**src/rtl/pc_fetch_ctrl.sv**
```systemverilog
// pc_fetch_ctrl: instruction-fetch initiator for the multi-cycle NPC core.
// Owns the PC, issues one fetch at a time over a valid/ready handshake,
// hands the instruction to decode and waits for execute to retire it.
// Optional feature macro: PC_MISALIGN_CHECK_EN. When it is defined, a taken
// target with pc_target[1:0] != 0 halts the block and sets misalign_err.
module pc_fetch_ctrl #(
  parameter int unsigned            ADDR_WIDTH = 32,
  parameter logic [ADDR_WIDTH-1:0]  RESET_PC   = 32'h8000_0000
) (
  input  logic                  clk,
  input  logic                  rst_n,
  output logic                  ifu_req_valid,
  output logic [ADDR_WIDTH-1:0] ifu_req_addr,
  input  logic                  ifu_req_ready,
  input  logic                  ifu_resp_valid,
  input  logic [31:0]           ifu_resp_inst,
  output logic                  inst_valid,
  output logic [31:0]           inst,
  output logic [ADDR_WIDTH-1:0] inst_pc,
  input  logic                  inst_ready,
  input  logic                  exec_done,
  input  logic                  pc_sel,
  input  logic [ADDR_WIDTH-1:0] pc_target,
  output logic                  misalign_err
);

  typedef enum logic [2:0] {
    S_IDLE  = 3'd0,
    S_REQ   = 3'd1,
    S_WAIT  = 3'd2,
    S_ISSUE = 3'd3,
    S_EXEC  = 3'd4,
    S_HALT  = 3'd5
  } state_t;

  state_t                state;
  logic [ADDR_WIDTH-1:0] pc;
  logic                  retire;
  logic                  bad_target;
  logic [ADDR_WIDTH-1:0] pc_next;

  // Retire event and next-PC selection; ISSUE retires only with inst_ready
  always_comb begin
    retire  = exec_done & ((state == S_EXEC) | ((state == S_ISSUE) & inst_ready));
    pc_next = pc_sel ? pc_target : pc + ADDR_WIDTH'(4);
`ifdef PC_MISALIGN_CHECK_EN
    bad_target = pc_sel & (pc_target[1:0] != 2'b00);
`else
    bad_target = 1'b0;
`endif
  end

  // Fetch FSM: PC, latched instruction and state
  always_ff @(posedge clk or negedge rst_n) begin
    if (!rst_n) begin
      state   <= S_IDLE;
      pc      <= RESET_PC;
      inst    <= '0;
      inst_pc <= '0;
    end else begin
      unique case (state)
        S_IDLE:  state <= S_REQ;
        S_REQ:   if (ifu_req_ready) state <= S_WAIT;
        S_WAIT: begin
          if (ifu_resp_valid) begin
            inst    <= ifu_resp_inst;
            inst_pc <= pc;
            state   <= S_ISSUE;
          end
        end
        S_ISSUE, S_EXEC: begin
          if (retire) begin
            if (bad_target) begin
              state <= S_HALT;
            end else begin
              pc    <= pc_next;
              state <= S_REQ;
            end
          end else if (state == S_ISSUE && inst_ready) begin
            state <= S_EXEC;
          end
        end
        S_HALT:  state <= S_HALT;
        default: state <= S_IDLE;
      endcase
    end
  end

`ifdef PC_MISALIGN_CHECK_EN
  logic misalign_q;

  // Sticky error flag, set on the same edge that enters HALT
  always_ff @(posedge clk or negedge rst_n) begin
    if (!rst_n)                    misalign_q <= 1'b0;
    else if (retire && bad_target) misalign_q <= 1'b1;
  end

  assign misalign_err = misalign_q;
`else
  assign misalign_err = 1'b0;
`endif

  // Outputs decoded from state and PC registers only
  assign ifu_req_valid = (state == S_REQ);
  assign ifu_req_addr  = pc;
  assign inst_valid    = (state == S_ISSUE);

endmodule

```
**config.mk**
```make
export PLATFORM = sky130hd
export DESIGN_NAME = pc_fetch_ctrl
export DESIGN_NICKNAME = d
export VERILOG_FILES = /design/src/rtl/pc_fetch_ctrl.sv
export SDC_FILE = /design/constraint.sdc
export NUM_CORES = 1
export LEC_CHECK = 0
export CAP_MARGIN = 40
export CORE_ASPECT_RATIO = 0.5
export CORE_MARGIN = 8
export CORE_UTILIZATION = 40
export DETAILED_ROUTE_END_ITERATION = 12
export MAX_ROUTING_LAYER = met4
export PLACE_DENSITY = 0.73
export SYNTH_ARGS = -nofsm -noshare
export SYNTH_HDL_FRONTEND = slang
export SYNTH_SLANG_ARGS = --single-unit
```
**constraint.sdc**
```tcl
create_clock -name clk -period 2.5 [get_ports clk]
set_input_delay 0.375 -clock clk [delete_from_list [all_inputs] [get_ports clk]]
set_output_delay 0.375 -clock clk [all_outputs]
set_load 0.1 [all_outputs]
```
==> results of run 1 <==
[cell type report]
type	count	area [um2]	share of cell area [%]
inverters	5	18.77	0.2865
flip-flops and latches	99	2481	37.88
multi-input cells	274	2019	30.83
well taps	145	181.4	2.770
repair buffers	181	1551	23.69
clock buffers	13	250.2	3.820
clock inverters	3	47.55	0.7259
[synthesized netlist by cell type (2+ instances only)]
master     instances
buf_4              2
and3_1            14
a221oi_1           4
o21ai_0           22
a22oi_1            4
a32oi_1            2
a211oi_1           3
inv_1              4
a2bb2oi_1          4
dfrtp_1           98
and2_1             3
nor2_1            21
a21oi_1           27
nand3_1           18
nor3_1             6
mux2_2            66
clkbuf_1          11
o22a_1             3
mux2i_1            2
nor2b_1            4
a31oi_1            3
nand4_1            9
or3_1              2
or4_1              2
o41ai_1            2
nor2_4             2
o22ai_1            3
nand2_1           19
nor4_1             2
nand2b_1           2
buf_2             11
[through the flow]
stage	std cells	utilization, %
after floorplan	403	-
after global placement	704	56.25
after detailed placement	704	56.25
after CTS	720	58.93
after global routing	720	58.93
final	720	58.93
[layer usage]
metal / track usage, % / share of wire [%] / vias to the layer above
met5: - / 0 / -
li1: - / - / 1840
met3: 3.933 / 4.5 / 14
met2: 28.83 / 50 / 107
met1: 22.07 / 44 / 1910
met4: 4.428 / 1.3 / 0
[registers in the layout, summed over array words and instances (netlist names)]
register / flops
ifu_req_addr: 32
inst: 32
inst_pc: 32
state: 3
[cell families after synthesis]
family                     share of synthesized area, %
and+or+nand+nor                                   13.73
DFF                                               53.76
AOI/OAI and AO/OA                                 12.70
muxes                                             16.55
buffers and inverters                             2.903
adders and majority gates                        0.2713
other                                           0.08133
[path summary, 6_finish.rpt]
check	endpoint	slack (ns)	cells past startpoint
hold / removal	inst_pc[7]$_DFFE_PN0P_	0.05	1
max in group asynchronous	ifu_req_addr[31]$_DFFE_PN1P_	1.78	2
setup / recovery	ifu_req_addr[24]$_DFFE_PN0P_	0.39	6
min in group clk	ifu_req_addr[23]$_DFFE_PN0P_	0.47	4
setup reg to reg	ifu_req_addr[24]$_DFFE_PN0P_	0.39	6
hold reg to reg	inst_pc[3]$_DFFE_PN0P_	0.51	1
[critical path: cells and delay by family, from the launching register on]
kind                       cells  cell delay (ns)
and+or+nand+nor                4             1.04
adders and majority gates      1             0.24
DFF                            1             0.43
AOI/OAI and AO/OA              1             0.30
==> flow_summary_export.csv, run 1 <==
group,metric,value,unit
clock_tree,ctsHoldBuffers,0,
yosys,synth_fp_nets,475,
detailed_routing,drt_wl_total,13270,um
critical_path,worstSetupStartpointType,"flop",
yosys,synth_async_sr_flop_share,100.0,%
clock_tree,path_clk_slew,0.07,ns
global_route,grt_max_degree,54,
yosys,yosys_warnings,0,
floorplanning,dieArea,15430,um2
yosys,yosysTopAreaCellShare,53.19,%
clock_tree,root_buffer,"clkbuf_16",
timing,worst_slew_pin_slew,0.6381,ns
floorplanning,die_h,91.92,um
run,max-cap-violations,0,
clock_tree,clock_latency,0.34,ns
timing,max_freq,472.9,MHz
timing,fin_tns_setup,0,ns
critical_path,worstSetupPathType,"reg2reg",
clock_tree,htree_levels,3,
critical_path,max_stage_delay,0.43,ns
global_route,overflow,0,
yosys,ys_seq_area_share,53.76,%
yosys,synth_area,4611,um2
floorplanning,pin_count,170,
timing,setup_violations,0,
cells_and_area,nets,642,
placed_design,globalplace.congestion,0.8711,
placed_design,port_buffers,168,
timing,finalMaxSlewViolations,0,
cells_and_area,final_area,6550,um2
global_route,grt_pass1_vias,3873,
detailed_routing,ant_nets,0,
floorplanning,core_area,11110,um2
critical_path,crit_start,"ifu_req_addr[2]$_DFFE_PN0P_",
yosys,yosys_most_used_dff,"dfrtp_1",
timing,hold_viol,0,
timing,max-slew-margin-rel,57.46,%
floorplanning,start_util,41.48,%
timing,fin_crit,2.115,ns
cells_and_area,final_cell_mix,"buf_4 (110), dfrtp_1 (96), clkdlybuf4s50_1 (68)",
cells_and_area,layout-drive-gt1-share,35.65,%
detailed_routing,routedWlPerCell,18.43,um
placed_design,dp.final_hpwl,10060,um
placed_design,postPlaceCellArea,6252,um2
detailed_routing,drt_iter0_markers,355,
clock_tree,numCtsBuffers,9,
critical_path,cp-end-kind,"flop",
yosys,ys_top_cells_by_area,"dfrtp_1 (53%), mux2_2 (16%), a21oi_1 (2.9%), o21ai_0 (2.4%), nand3_1 (2.0%)",
critical_path,required,2.73,ns
detailed_routing,drt-vias-per-instance,5.376,
critical_path,r2r-start,"ifu_req_addr[2]$_DFFE_PN0P_",
detailed_routing,drtPass1Iterations,5,
timing,finalCritPeriodShare,84.59,%
detailed_routing,vias,3871,
yosys,synth_cells,403,
cells_and_area,synthToLayoutAreaGrowth,42.06,%
cells_and_area,diodes,0,
critical_path,cp_max_fo,10,
yosys,synth_edf_count,0,
floorplanning,die-width,167.8,um
worst_hold_path,hold_path_class,"in2async",
cells_and_area,fill_cells,948,
detailed_routing,drc,0,
timing,whs,0.05277,ns
cells_and_area,final_common_cell,"buf_4",
yosys,yosys_register_bits,99,
global_route,grt_pass1_wl,21400,um
global_route,grt_antenna_before_repair,0,
critical_path,worstPathCellList,"ha_1 -> nand3_1 -> nor2_4 -> nand4_1 -> or4_1 -> a221oi_1",
timing,skew,0.005824,ns
run_status,status,"finished, final reports clean",
placed_design,pre_cts_slack,0.05662,ns
clock_tree,cts_tree,"yes",
clock_tree,clock_sinks,99,
timing,grt_setup_unrepaired,"false",
yosys,synth.distinct_cells,59,
critical_path,slowest_stage,"dfrtp_2",
global_route,grt_usage,17.66,%
timing,worst_slack,0.3853,ns
clock_tree,cts_resized,0,
yosys,syn_avg_cell_area,11.44,um2
clock_tree,clockBufferDepth,2,
clock_tree,post_cts_buffers,0,
floorplanning,rows,27,
yosys,yosys.area.top_type,"dfrtp_1",
critical_path,worstPathArrival,2.35,ns
Power of run 1 is left out: the tool's default activity adds up to more than one toggle a clock period on the data nets, which glitch-free logic cannot reach.
==> run 2: changes to the inputs <==
PLACE_DENSITY = 0.76   (was 0.73)
clock period = 1.7 ns   (was 2.5 ns; I/O delays follow)
==> flow_summary_export.csv, run 2 (synthesized netlist as in run 1, its figures left out) <==
group,metric,value,unit
run_status,status,"finished, violations left",
run_status,violations,"setup timing",
critical_path,required,1.92,ns
detailed_routing,routedWlPerCell,25.85,um
worst_hold_path,hold_path_class,"in2async",
global_route,grtUsageMet3,5.558,%
placed_design,port_buffers,168,
critical_path,cp_max_fo,6,
placed_design,pre_cts_slack,-0.2473,ns
timing,fin_tns_setup,-2.299,ns
timing,finalCritPeriodShare,119.3,%
cells_and_area,diodes,0,
detailed_routing,ant_nets,0,
cells_and_area,synthToLayoutAreaGrowth,94.41,%
cells_and_area,final_area,8964,um2
floorplanning,rows,27,
timing,fin_crit,2.029,ns
clock_tree,clock_latency,0.36,ns
detailed_routing,drt_wl_total,20420,um
timing,grt_setup_unrepaired,"true",
timing,skew,0.007445,ns
timing,hold_viol,0,
critical_path,worstPathArrival,2.25,ns
clock_tree,clockBufferDepth,2,
timing,max_freq,492.9,MHz
timing,worst_slew_pin_slew,0.5546,ns
clock_tree,numCtsBuffers,9,
floorplanning,core_area,11110,um2
global_route,overflow,0,
clock_tree,htree_levels,3,
timing,finalMaxSlewViolations,0,
timing,worst_slack,-0.3289,ns
floorplanning,pin_count,170,
floorplanning,start_util,41.48,%
critical_path,cp-end-kind,"flop",
detailed_routing,vias,4785,
clock_tree,clock_sinks,99,
cells_and_area,final_common_cell,"buf_12",
global_route,grt_max_degree,54,
global_route,busiest_layer,"met2",
detailed_routing,drt_iter0_markers,446,
detailed_routing,drc,0,
floorplanning,die_h,91.92,um
cells_and_area,nets,712,
clock_tree,root_buffer,"clkbuf_16",
global_route,grt_antenna_before_repair,0,
cells_and_area,fill_cells,524,
critical_path,worstSetupStartpointType,"flop",
run,max-cap-violations,0,
placed_design,globalplace.congestion,0.8497,
timing,setup_violations,54,
cells_and_area,utilization,80.65,%
floorplanning,dieArea,15430,um2
floorplanning,die-width,167.8,um
placed_design,postPlaceCellArea,7963,um2
detailed_routing,drt-vias-per-instance,6.057,
global_route,grt_usage,21.29,%
cells_and_area,layout-drive-gt1-share,52.87,%
cells_and_area,final_cell_mix,"buf_12 (106), dfrtp_1 (69), clkdlybuf4s50_1 (68)",
clock_tree,cts_tree,"yes",
global_route,met1_usage,23.21,%
global_route,grt_pass1_wl,25490,um
critical_path,worstSetupPathType,"reg2reg",
global_route,met2_usage,37.57,%
detailed_routing,drtPass1Iterations,5,
timing,max-slew-margin-rel,62.79,%
clock_tree,path_clk_slew,0.07,ns
global_route,grt_pass1_vias,4581,
placed_design,dp.final_hpwl,11520,um
-- run 2: cell count changes in the layout (fill, tap and decap cells not counted), moves of 20 or more --
cell / previous run / this run
buf_12: 2 / 106
buf_4: 110 / 58
mux2_2: 66 / 23
mux2_4: 0 / 43
dfrtp_1: 96 / 69
dfrtp_4: 0 / 20
-- run 2: worst paths after layout --
path                                             start                            to  slack [ns]  cells past startpoint
setup / recovery           ifu_req_addr[3]$_DFFE_PN0P_  ifu_req_addr[26]$_DFFE_PN0P_       -0.33                      8
hold / removal                                   rst_n       inst_pc[20]$_DFFE_PN0P_        0.39                      2
setup reg to reg           ifu_req_addr[3]$_DFFE_PN0P_  ifu_req_addr[26]$_DFFE_PN0P_       -0.33                      8
hold reg to reg                   state[1]$_DFFE_PN0P_          state[1]$_DFFE_PN0P_        0.56                      1
max in group asynchronous                        rst_n  ifu_req_addr[31]$_DFFE_PN1P_        0.65                      3
min in group clk                                pc_sel  ifu_req_addr[27]$_DFFE_PN0P_        0.45                      3
-- run 2: layout make-up --
class,instances,area (um2),share of cell area [%]
Clock buffer,11,242.7,2.708
Multi-Input combinational cell,274,2392,26.69
Inverter,5,18.77,0.2094
Clock inverter,5,52.55,0.5863
Sequential cell,99,2565,28.62
Timing Repair Buffer,251,3511,39.17
Tap cell,145,181.4,2.024
-- run 2: stage by stage --
step	instances	hold WS, ns
global route	790	0.4225
global placement	742	0.2207
finish	790	0.3920
detailed placement	742	0.2199
CTS	765	0.3927
floorplan	403	-0.04059
-- run 2: layer usage --
metal	part of all wire [%]	vias to the layer above
met2	50	303
met1	36	2409
met3	8.4	105
met4	5.6	0
li1	-	1968
met5	0	-
-- run 2: what timing repair did --
action | in CTS | in global routing
resized for setup | 7 | 86
hold buffers | 1 | 0
pin swaps | 3 | 19
gates cloned | 0 | 5
setup buffers | 6 | 20
setup endpoints to repair | 22 | 73
endpoints found under the hold margin | 28 | 0
-- run 2: worst max-delay path: stages, from the launching register on --
cell and delay, ns:
dfrtp_4 0.46, ha_4 0.16, nand3_4 0.09, nor2_4 0.11
buf_4 0.12, buf_6 0.12, nand4_1 0.19, o31a_1 0.33
a211oi_1 0.32
Power of run 2 is left out for the same reason.
